## config.mk

```make
export PLATFORM = sky130hd
export DESIGN_NAME = wdb_line_collector_flat
export DESIGN_NICKNAME = d
export VERILOG_FILES = /design/src/rtl/wdb_line_collector_if.sv /design/src/rtl/wdb_line_collector.sv /design/src/flat_wrapper.sv
export SDC_FILE = /design/constraint.sdc
export NUM_CORES = 1
export LEC_CHECK = 0
export ABC_CLOCK_PERIOD_IN_PS = 6600
export CORE_AREA = 8 8 511 513
export DETAILED_ROUTE_END_ITERATION = 7
export DIE_AREA = 0 0 519 521
export PLACE_DENSITY = 0.44
export RECOVER_POWER = 50
export SETUP_SLACK_MARGIN = 0.05
export SLEW_MARGIN = 20
export SYNTH_ARGS = -nofsm -noshare
export SYNTH_HDL_FRONTEND = slang
export SYNTH_SLANG_ARGS = --single-unit
```

## constraint.sdc

```tcl
create_clock -name clk -period 6.6 [get_ports clk]
set_clock_uncertainty 0.2 [all_clocks]
set_input_delay 1.32 -clock clk [delete_from_list [all_inputs] [get_ports clk]]
set_output_delay 1.32 -clock clk [all_outputs]
set_load 0.02 [all_outputs]
```

## src/rtl/wdb_line_collector_if.sv

```systemverilog
// Handshake bundle between the beat source, entry allocator, WDB write port and the
// write-request notification path of wdb_line_collector.
interface wdb_line_collector_if #(
    parameter int unsigned DB_ENTRY_NUM = 16,
    parameter int unsigned BEAT_WIDTH   = 256,
    parameter int unsigned LINE_WIDTH   = 1024,
    parameter int unsigned TXNID_WIDTH  = 16
);
    localparam int unsigned ID_W = $clog2(DB_ENTRY_NUM);

    logic                   in_vld;
    logic                   in_rdy;
    logic [BEAT_WIDTH-1:0]  in_data;
    logic                   in_last;
    logic [TXNID_WIDTH-1:0] in_txnid;

    logic                   alloc_vld;
    logic [ID_W-1:0]        alloc_idx;
    logic                   alloc_rdy;

    logic                   wdb_vld;
    logic [LINE_WIDTH-1:0]  wdb_data;
    logic [ID_W-1:0]        wdb_entry_id;
    logic                   wdb_rdy;

    logic                   done_vld;
    logic [ID_W-1:0]        done_entry_id;
    logic [TXNID_WIDTH-1:0] done_txnid;
    logic                   done_rdy;

    logic                   err;

    // Collector side.
    modport master (
        input  in_vld, in_data, in_last, in_txnid,
        input  alloc_vld, alloc_idx,
        input  wdb_rdy, done_rdy,
        output in_rdy, alloc_rdy,
        output wdb_vld, wdb_data, wdb_entry_id,
        output done_vld, done_entry_id, done_txnid,
        output err
    );

    // Environment side.
    modport slave (
        output in_vld, in_data, in_last, in_txnid,
        output alloc_vld, alloc_idx,
        output wdb_rdy, done_rdy,
        input  in_rdy, alloc_rdy,
        input  wdb_vld, wdb_data, wdb_entry_id,
        input  done_vld, done_entry_id, done_txnid,
        input  err
    );
endinterface

```

## src/rtl/wdb_line_collector.sv

```systemverilog
// Assembles narrow write beats into one WDB line per allocated entry, writes it, then notifies.
// Optional WDB_LINE_COLLECT_LAST_CHECK_EN honours in_last and flags framing errors on err.
module wdb_line_collector #(
    parameter int unsigned DB_ENTRY_NUM = 16,
    parameter int unsigned BEAT_WIDTH   = 256,
    parameter int unsigned LINE_WIDTH   = 1024,
    parameter int unsigned TXNID_WIDTH  = 16
) (
    input logic                  clk,
    input logic                  rst_n,
    wdb_line_collector_if.master bus
);
    localparam int unsigned ID_W  = $clog2(DB_ENTRY_NUM);
    localparam int unsigned BEATS = LINE_WIDTH / BEAT_WIDTH;
    localparam int unsigned CNT_W = (BEATS > 1) ? $clog2(BEATS) : 1;
    localparam logic [CNT_W-1:0] LastBeat = CNT_W'(BEATS - 1);

    typedef enum logic [1:0] {StIdle, StCollect, StWrite, StNotify} state_e;

    state_e                 state_q, state_d;
    logic [ID_W-1:0]        entry_q, entry_d;
    logic [TXNID_WIDTH-1:0] txnid_q, txnid_d;
    logic [LINE_WIDTH-1:0]  line_q, line_d;
    logic [CNT_W-1:0]       cnt_q, cnt_d;
    logic                   alloc_take;
    logic                   beat_take;
    logic                   line_end;

`ifdef WDB_LINE_COLLECT_LAST_CHECK_EN
    logic err_q, err_d;
`else
    logic unused_in_last;
    assign unused_in_last = bus.in_last;
`endif

    // alloc_rdy is gated by rst_n so nothing is offered while reset is held.
    assign bus.alloc_rdy = rst_n && (state_q == StIdle) && bus.in_vld;
    assign alloc_take    = bus.alloc_vld && bus.alloc_rdy;
    assign bus.in_rdy    = (state_q == StCollect);
    assign beat_take     = bus.in_vld && bus.in_rdy;

    assign bus.wdb_vld       = (state_q == StWrite);
    assign bus.wdb_data      = line_q;
    assign bus.wdb_entry_id  = entry_q;
    assign bus.done_vld      = (state_q == StNotify);
    assign bus.done_entry_id = entry_q;
    assign bus.done_txnid    = txnid_q;

`ifdef WDB_LINE_COLLECT_LAST_CHECK_EN
    assign bus.err = err_q;
`else
    assign bus.err = 1'b0;
`endif

    always_comb begin
        state_d  = state_q;
        entry_d  = entry_q;
        txnid_d  = txnid_q;
        line_d   = line_q;
        cnt_d    = cnt_q;
        line_end = 1'b0;
`ifdef WDB_LINE_COLLECT_LAST_CHECK_EN
        err_d    = 1'b0;
`endif
        unique case (state_q)
            StIdle: begin
                // The first beat waits for the next cycle; only the entry is taken here.
                if (alloc_take) begin
                    entry_d = bus.alloc_idx;
                    line_d  = '0;
                    cnt_d   = '0;
                    state_d = StCollect;
                end
            end
            StCollect: begin
                if (beat_take) begin
                    for (int b = 0; b < int'(BEATS); b++) begin
                        if (cnt_q == CNT_W'(b)) begin
                            line_d[b*BEAT_WIDTH +: BEAT_WIDTH] = bus.in_data;
                        end
                    end
                    if (cnt_q == '0) begin
                        txnid_d = bus.in_txnid;
                    end
                    cnt_d = cnt_q + CNT_W'(1);
`ifdef WDB_LINE_COLLECT_LAST_CHECK_EN
                    line_end = (cnt_q == LastBeat) || bus.in_last;
                    // Framing error: last flag disagrees with the final beat position.
                    err_d    = (cnt_q == LastBeat) != bus.in_last;
`else
                    line_end = (cnt_q == LastBeat);
`endif
                    if (line_end) begin
                        state_d = StWrite;
                    end
                end
            end
            StWrite: begin
                if (bus.wdb_rdy) begin
                    state_d = StNotify;
                end
            end
            StNotify: begin
                if (bus.done_rdy) begin
                    state_d = StIdle;
                end
            end
            default: state_d = StIdle;
        endcase
    end

    always_ff @(posedge clk or negedge rst_n) begin
        if (!rst_n) begin
            state_q <= StIdle;
            entry_q <= '0;
            txnid_q <= '0;
            line_q  <= '0;
            cnt_q   <= '0;
        end else begin
            state_q <= state_d;
            entry_q <= entry_d;
            txnid_q <= txnid_d;
            line_q  <= line_d;
            cnt_q   <= cnt_d;
        end
    end

`ifdef WDB_LINE_COLLECT_LAST_CHECK_EN
    always_ff @(posedge clk or negedge rst_n) begin
        if (!rst_n) begin
            err_q <= 1'b0;
        end else begin
            err_q <= err_d;
        end
    end
`endif

    wdb_hold_a : assert property (@(posedge clk) disable iff (!rst_n)
        (bus.wdb_vld && !bus.wdb_rdy) |=>
        (bus.wdb_vld && $stable(bus.wdb_data) && $stable(bus.wdb_entry_id)));

    done_hold_a : assert property (@(posedge clk) disable iff (!rst_n)
        (bus.done_vld && !bus.done_rdy) |=>
        (bus.done_vld && $stable(bus.done_entry_id) && $stable(bus.done_txnid)));

    err_pulse_a : assert property (@(posedge clk) disable iff (!rst_n)
        bus.err |=> !bus.err);

    one_phase_a : assert property (@(posedge clk) disable iff (!rst_n)
        $onehot0({bus.in_rdy, bus.wdb_vld, bus.done_vld}));
endmodule

```

## src/flat_wrapper.sv

```systemverilog
// flat-port wrapper written by rule: the top's interface ports become plain ports
module wdb_line_collector_flat 
#(
    parameter int unsigned DB_ENTRY_NUM = 16,
    parameter int unsigned BEAT_WIDTH   = 256,
    parameter int unsigned LINE_WIDTH   = 1024,
    parameter int unsigned TXNID_WIDTH  = 16
)
  (clk, rst_n, bus_in_vld, bus_in_data, bus_in_last, bus_in_txnid, bus_alloc_vld, bus_alloc_idx, bus_wdb_rdy, bus_done_rdy, bus_in_rdy, bus_alloc_rdy, bus_wdb_vld, bus_wdb_data, bus_wdb_entry_id, bus_done_vld, bus_done_entry_id, bus_done_txnid, bus_err);
  wdb_line_collector_if #(.DB_ENTRY_NUM(DB_ENTRY_NUM), .BEAT_WIDTH(BEAT_WIDTH), .LINE_WIDTH(LINE_WIDTH), .TXNID_WIDTH(TXNID_WIDTH)) bus_i ();
  input logic clk;
  input logic rst_n;
  input wire logic [$bits(bus_i.in_vld)-1:0] bus_in_vld;
  input wire logic [$bits(bus_i.in_data)-1:0] bus_in_data;
  input wire logic [$bits(bus_i.in_last)-1:0] bus_in_last;
  input wire logic [$bits(bus_i.in_txnid)-1:0] bus_in_txnid;
  input wire logic [$bits(bus_i.alloc_vld)-1:0] bus_alloc_vld;
  input wire logic [$bits(bus_i.alloc_idx)-1:0] bus_alloc_idx;
  input wire logic [$bits(bus_i.wdb_rdy)-1:0] bus_wdb_rdy;
  input wire logic [$bits(bus_i.done_rdy)-1:0] bus_done_rdy;
  output wire logic [$bits(bus_i.in_rdy)-1:0] bus_in_rdy;
  output wire logic [$bits(bus_i.alloc_rdy)-1:0] bus_alloc_rdy;
  output wire logic [$bits(bus_i.wdb_vld)-1:0] bus_wdb_vld;
  output wire logic [$bits(bus_i.wdb_data)-1:0] bus_wdb_data;
  output wire logic [$bits(bus_i.wdb_entry_id)-1:0] bus_wdb_entry_id;
  output wire logic [$bits(bus_i.done_vld)-1:0] bus_done_vld;
  output wire logic [$bits(bus_i.done_entry_id)-1:0] bus_done_entry_id;
  output wire logic [$bits(bus_i.done_txnid)-1:0] bus_done_txnid;
  output wire logic [$bits(bus_i.err)-1:0] bus_err;
  assign bus_i.in_vld = bus_in_vld;
  assign bus_i.in_data = bus_in_data;
  assign bus_i.in_last = bus_in_last;
  assign bus_i.in_txnid = bus_in_txnid;
  assign bus_i.alloc_vld = bus_alloc_vld;
  assign bus_i.alloc_idx = bus_alloc_idx;
  assign bus_i.wdb_rdy = bus_wdb_rdy;
  assign bus_i.done_rdy = bus_done_rdy;
  assign bus_in_rdy = bus_i.in_rdy;
  assign bus_alloc_rdy = bus_i.alloc_rdy;
  assign bus_wdb_vld = bus_i.wdb_vld;
  assign bus_wdb_data = bus_i.wdb_data;
  assign bus_wdb_entry_id = bus_i.wdb_entry_id;
  assign bus_done_vld = bus_i.done_vld;
  assign bus_done_entry_id = bus_i.done_entry_id;
  assign bus_done_txnid = bus_i.done_txnid;
  assign bus_err = bus_i.err;
  wdb_line_collector #(.DB_ENTRY_NUM(DB_ENTRY_NUM), .BEAT_WIDTH(BEAT_WIDTH), .LINE_WIDTH(LINE_WIDTH), .TXNID_WIDTH(TXNID_WIDTH)) u_core (.clk(clk), .rst_n(rst_n), .bus(bus_i));
endmodule
```

==> metrics.md <==
| Metric | Value |
|---|---|
| Initial antenna violation count | `47` |
| CP peak stage delay | `1400 ps` |
| FF-to-FF path depth | `6` |
| #FFs+latches synth | `1,048` |
| Final Max Tran Viols | `386` |
| Crit path cell chain | `dlygate4sd3_1 -> o21ai_0 -> a221oi_1 -> clkbuf_1 -> buf_4 -> mux2_2` |
| Crit end category | `flop` |
| Top delay family on crit path | `buffers and inverters` |
| Synth area leaders | `dfrtp_1, mux2_2, and2_1` |
| Worst path depth | `6` |
| DP Worst Slack | `2050 ps` |
| Flop2flop setup slack | `1550 ps` |
| Net Count, Synth | `2,831` |
| Htree depth | `4` |
| Mean Syn Cell Area | `16.1 µm²` |
| Vias in the first global route | `29,200` |
| DR pass1 iterations | `4` |
| Synth unique cells | `27` |
| Max-cap violation count | `7` |
| CP startpoint | `bus_in_vld` |
| Hold Path Class | `in2async` |
| Die X | `519 µm` |
| Slew headroom | `-1.34` |
| Root Buffer Master | `clkbuf_16` |
| Fmax | `187 MHz` |
| Final setup vio count | `0` |
| CP bufs+invs | `3` |
| Grt total ovfl | `0` |
| WL/cell | `25.5 µm` |
| Syn Inst Count | `2,539` |
| Synthesized area | `40,800 µm²` |
| Setup TNS | `0 ps` |
| Worst-path clk slew | `60 ps` |
| Layout cells sized above 1 | `0.296` |
| Synthesis warning total | `0` |
| IO Count | `1,336` |
| Worst flop-to-flop path startpoint | `u_core.state_q[1]$_DFFE_PN0P_` |
| Lkg Pwr | `29.3 nW` |
| Post-CTS setup buffers | `0` |
| Die ar. | `270,000 µm²` |
| Total number of vias | `26,700` |
| Startpoint class of the critical path | `input pin` |
| Status | `finished with violations` |
| CTS tree | `built` |
| First-pass GRT wire length | `258,000 µm` |
| Min cycle time layout | `5330 ps` |
| Detailed router's first-iteration violation count | `925` |
| Slowest cell on crit path | `clkbuf_1` |
| Hold_ws | `251 ps` |
| Fin. Hold Viols | `0` |
| Failing checks | `max-capacitance violations, max-slew violations` |
| Starting Density | `0.162` |
| Non-Filler Instances | `7,385` |
| Yosys top cell area share | `0.642` |
| Worst Setup EP | `u_core.bus.wdb_data[382]$_DFFE_PN0P_` |
| Fin crit share | `0.808` |
| Setup ws final | `1270 ps` |
| Vias per Instance | `3.61` |
| DRT antenna net count | `0` |
| # DRC | `0` |
| Sequential cell area fraction in the yosys report | `0.642` |
| Die height | `521 µm` |
| Dpl cell area | `58,100 µm²` |
| Core Area | `253,000 µm²` |
| Synth area leader | `dfrtp_1` |
| Worst slew pin tran | `3510 ps` |
| Req. time, crit path | `7030 ps` |
| # rows | `185` |
| Post-Layout Inst Area | `62,400 µm²` |
| Gpl congestion | `0.791` |
| Placed Cells | `7,134` |
| P per Cell Area | `554 nW/µm²` |
| Clock tree buffer depth | `3` |
| HPWL after DPL | `144,000 µm` |
| FF-to-FF End | `u_core.bus.wdb_data[988]$_DFFE_PN0P_` |
| PostCTS Resize Cnt | `0` |
| Largest net degree at the start of global routing | `138` |
| RSZ-0062 raised after global routing | `false` |
| Total wire length | `188,000 µm` |
| Final Net Count | `4,197` |
| Peak VDD IR | `0.237 mV` |
| Number of buffers added on ports | `1,333` |
| Skew-Pair Late Insertion Delay | `750 ps` |
| Area Overhead vs Synth | `52.8%` |
| Total CTS buffers | `135` |
| CP max FO | `19` |
| Hold Buf Count CTS | `0` |
| Number of clock sinks | `1,048` |
| Crit path kind | `in2reg` |
| Tot GR Track Use | `0.135` |
| CP Data Arrival Time | `5760 ps` |
cell usage in the layout (no fill, tap or decap), drive strengths merged, types with 2 or more instances in the layout:
cell type      instances
and2                 256
bufinv                 4
inv                   15
clkdlybuf4s50        666
nor2                   2
nand3                  2
clkinvlp               3
buf                   35
clkbuf               206
dlygate4sd3          666
a221oi                 4
clkinv                21
mux2                1045
mux2i                  2
diode                 21
dfrtp               1048
ha                     9
nor2b                  2
power by group:
| group | leakage (nW) | switching, mW | internal, mW |
|---|---|---|---|
| Clock | 2.14 | 3.11 | 4.29 |
| Combinational | 13.0 | 9.45 | 7.22 |
| Sequential | 14.1 | 1.40 | 9.12 |
final cells by class:
type | count | area, µm²
Inverter | 8 | 30.0
Fill cell | 26600 | 190000
Multi-Input combinational cell | 1334 | 13600
Sequential cell | 1048 | 26200
Antenna cell | 21 | 52.6
Clock buffer | 195 | 3880
Clock inverter | 35 | 549
Tap cell | 3366 | 4210
Timing Repair Buffer | 1378 | 13800
how the worst min path moves through the flow:
stage / end / slack, ps / depth (start not counted)
3_3_place_gp: u_core.bus.wdb_data[395]$_DFFE_PN0P_ / 270 / 1
5_1_grt: u_core.bus.wdb_data[962]$_DFFE_PN0P_ / 210 / 1
3_5_place_dp: u_core.bus.wdb_data[420]$_DFFE_PN0P_ / 270 / 1
4_1_cts: u_core.bus.wdb_data[962]$_DFFE_PN0P_ / 180 / 1
2_1_floorplan: u_core.state_q[1]$_DFFE_PN0P_ / 330 / 1
6_report: u_core.bus.wdb_data[962]$_DFFE_PN0P_ / 250 / 1
logic make-up after synthesis:
kind of cell | Yosys count | synth area share
AOI/OAI and AO/OA | 11 | 0.00294
xor gates and xnor gates | 1 | 0.000215
adders and majority gates | 9 | 0.00276
buffers and inverters | 157 | 0.0225
DFF | 1048 | 0.642
muxes | 1047 | 0.289
other | 1 | 0.0000918
and+or+nand+nor | 265 | 0.0405
registers in the layout, summed over array words and instances (netlist names):
| register | flops |
|---|---|
| u_core.bus.wdb_data | 1024 |
| u_core.cnt_q | 2 |
| u_core.state_q | 2 |
| u_core.bus.done_entry_id | 4 |
| u_core.bus.done_txnid | 16 |
per-stage QoR:
stage / total power, mW / util
6_report: 34.6 / 0.247
5_1_grt: 36.5 / 0.247
4_1_cts: 36.2 / 0.247
3_5_place_dp: 28.5 / 0.230
3_3_place_gp: 28.4 / 0.230
2_1_floorplan: 18.9 / -
Yosys cell counts, drive strengths merged:
master      n
xor2        1
a22o        1
nor2        2
a31oi       1
nand2       1
a221oi      4
clkbuf     29
inv         8
a21boi      1
dfrtp    1048
a21o        1
and2      256
and3        1
a32o        1
nor2b       2
o21ai       1
mux2     1045
a2111oi     1
conb        1
buf       120
mux2i       2
ha          9
nand4       1
nand3       2
per-layer routing:
layer | up-vias | track usage | share of wire
li1 | 11600 | - | -
met1 | 13700 | 0.155 | 0.39
met2 | 1096 | 0.215 | 0.46
met3 | 251 | 0.0720 | 0.12
met4 | 30 | 0.0443 | 0.031
met5 | - | 0 | 0.0010
Power figures use the tool's default switching activity.
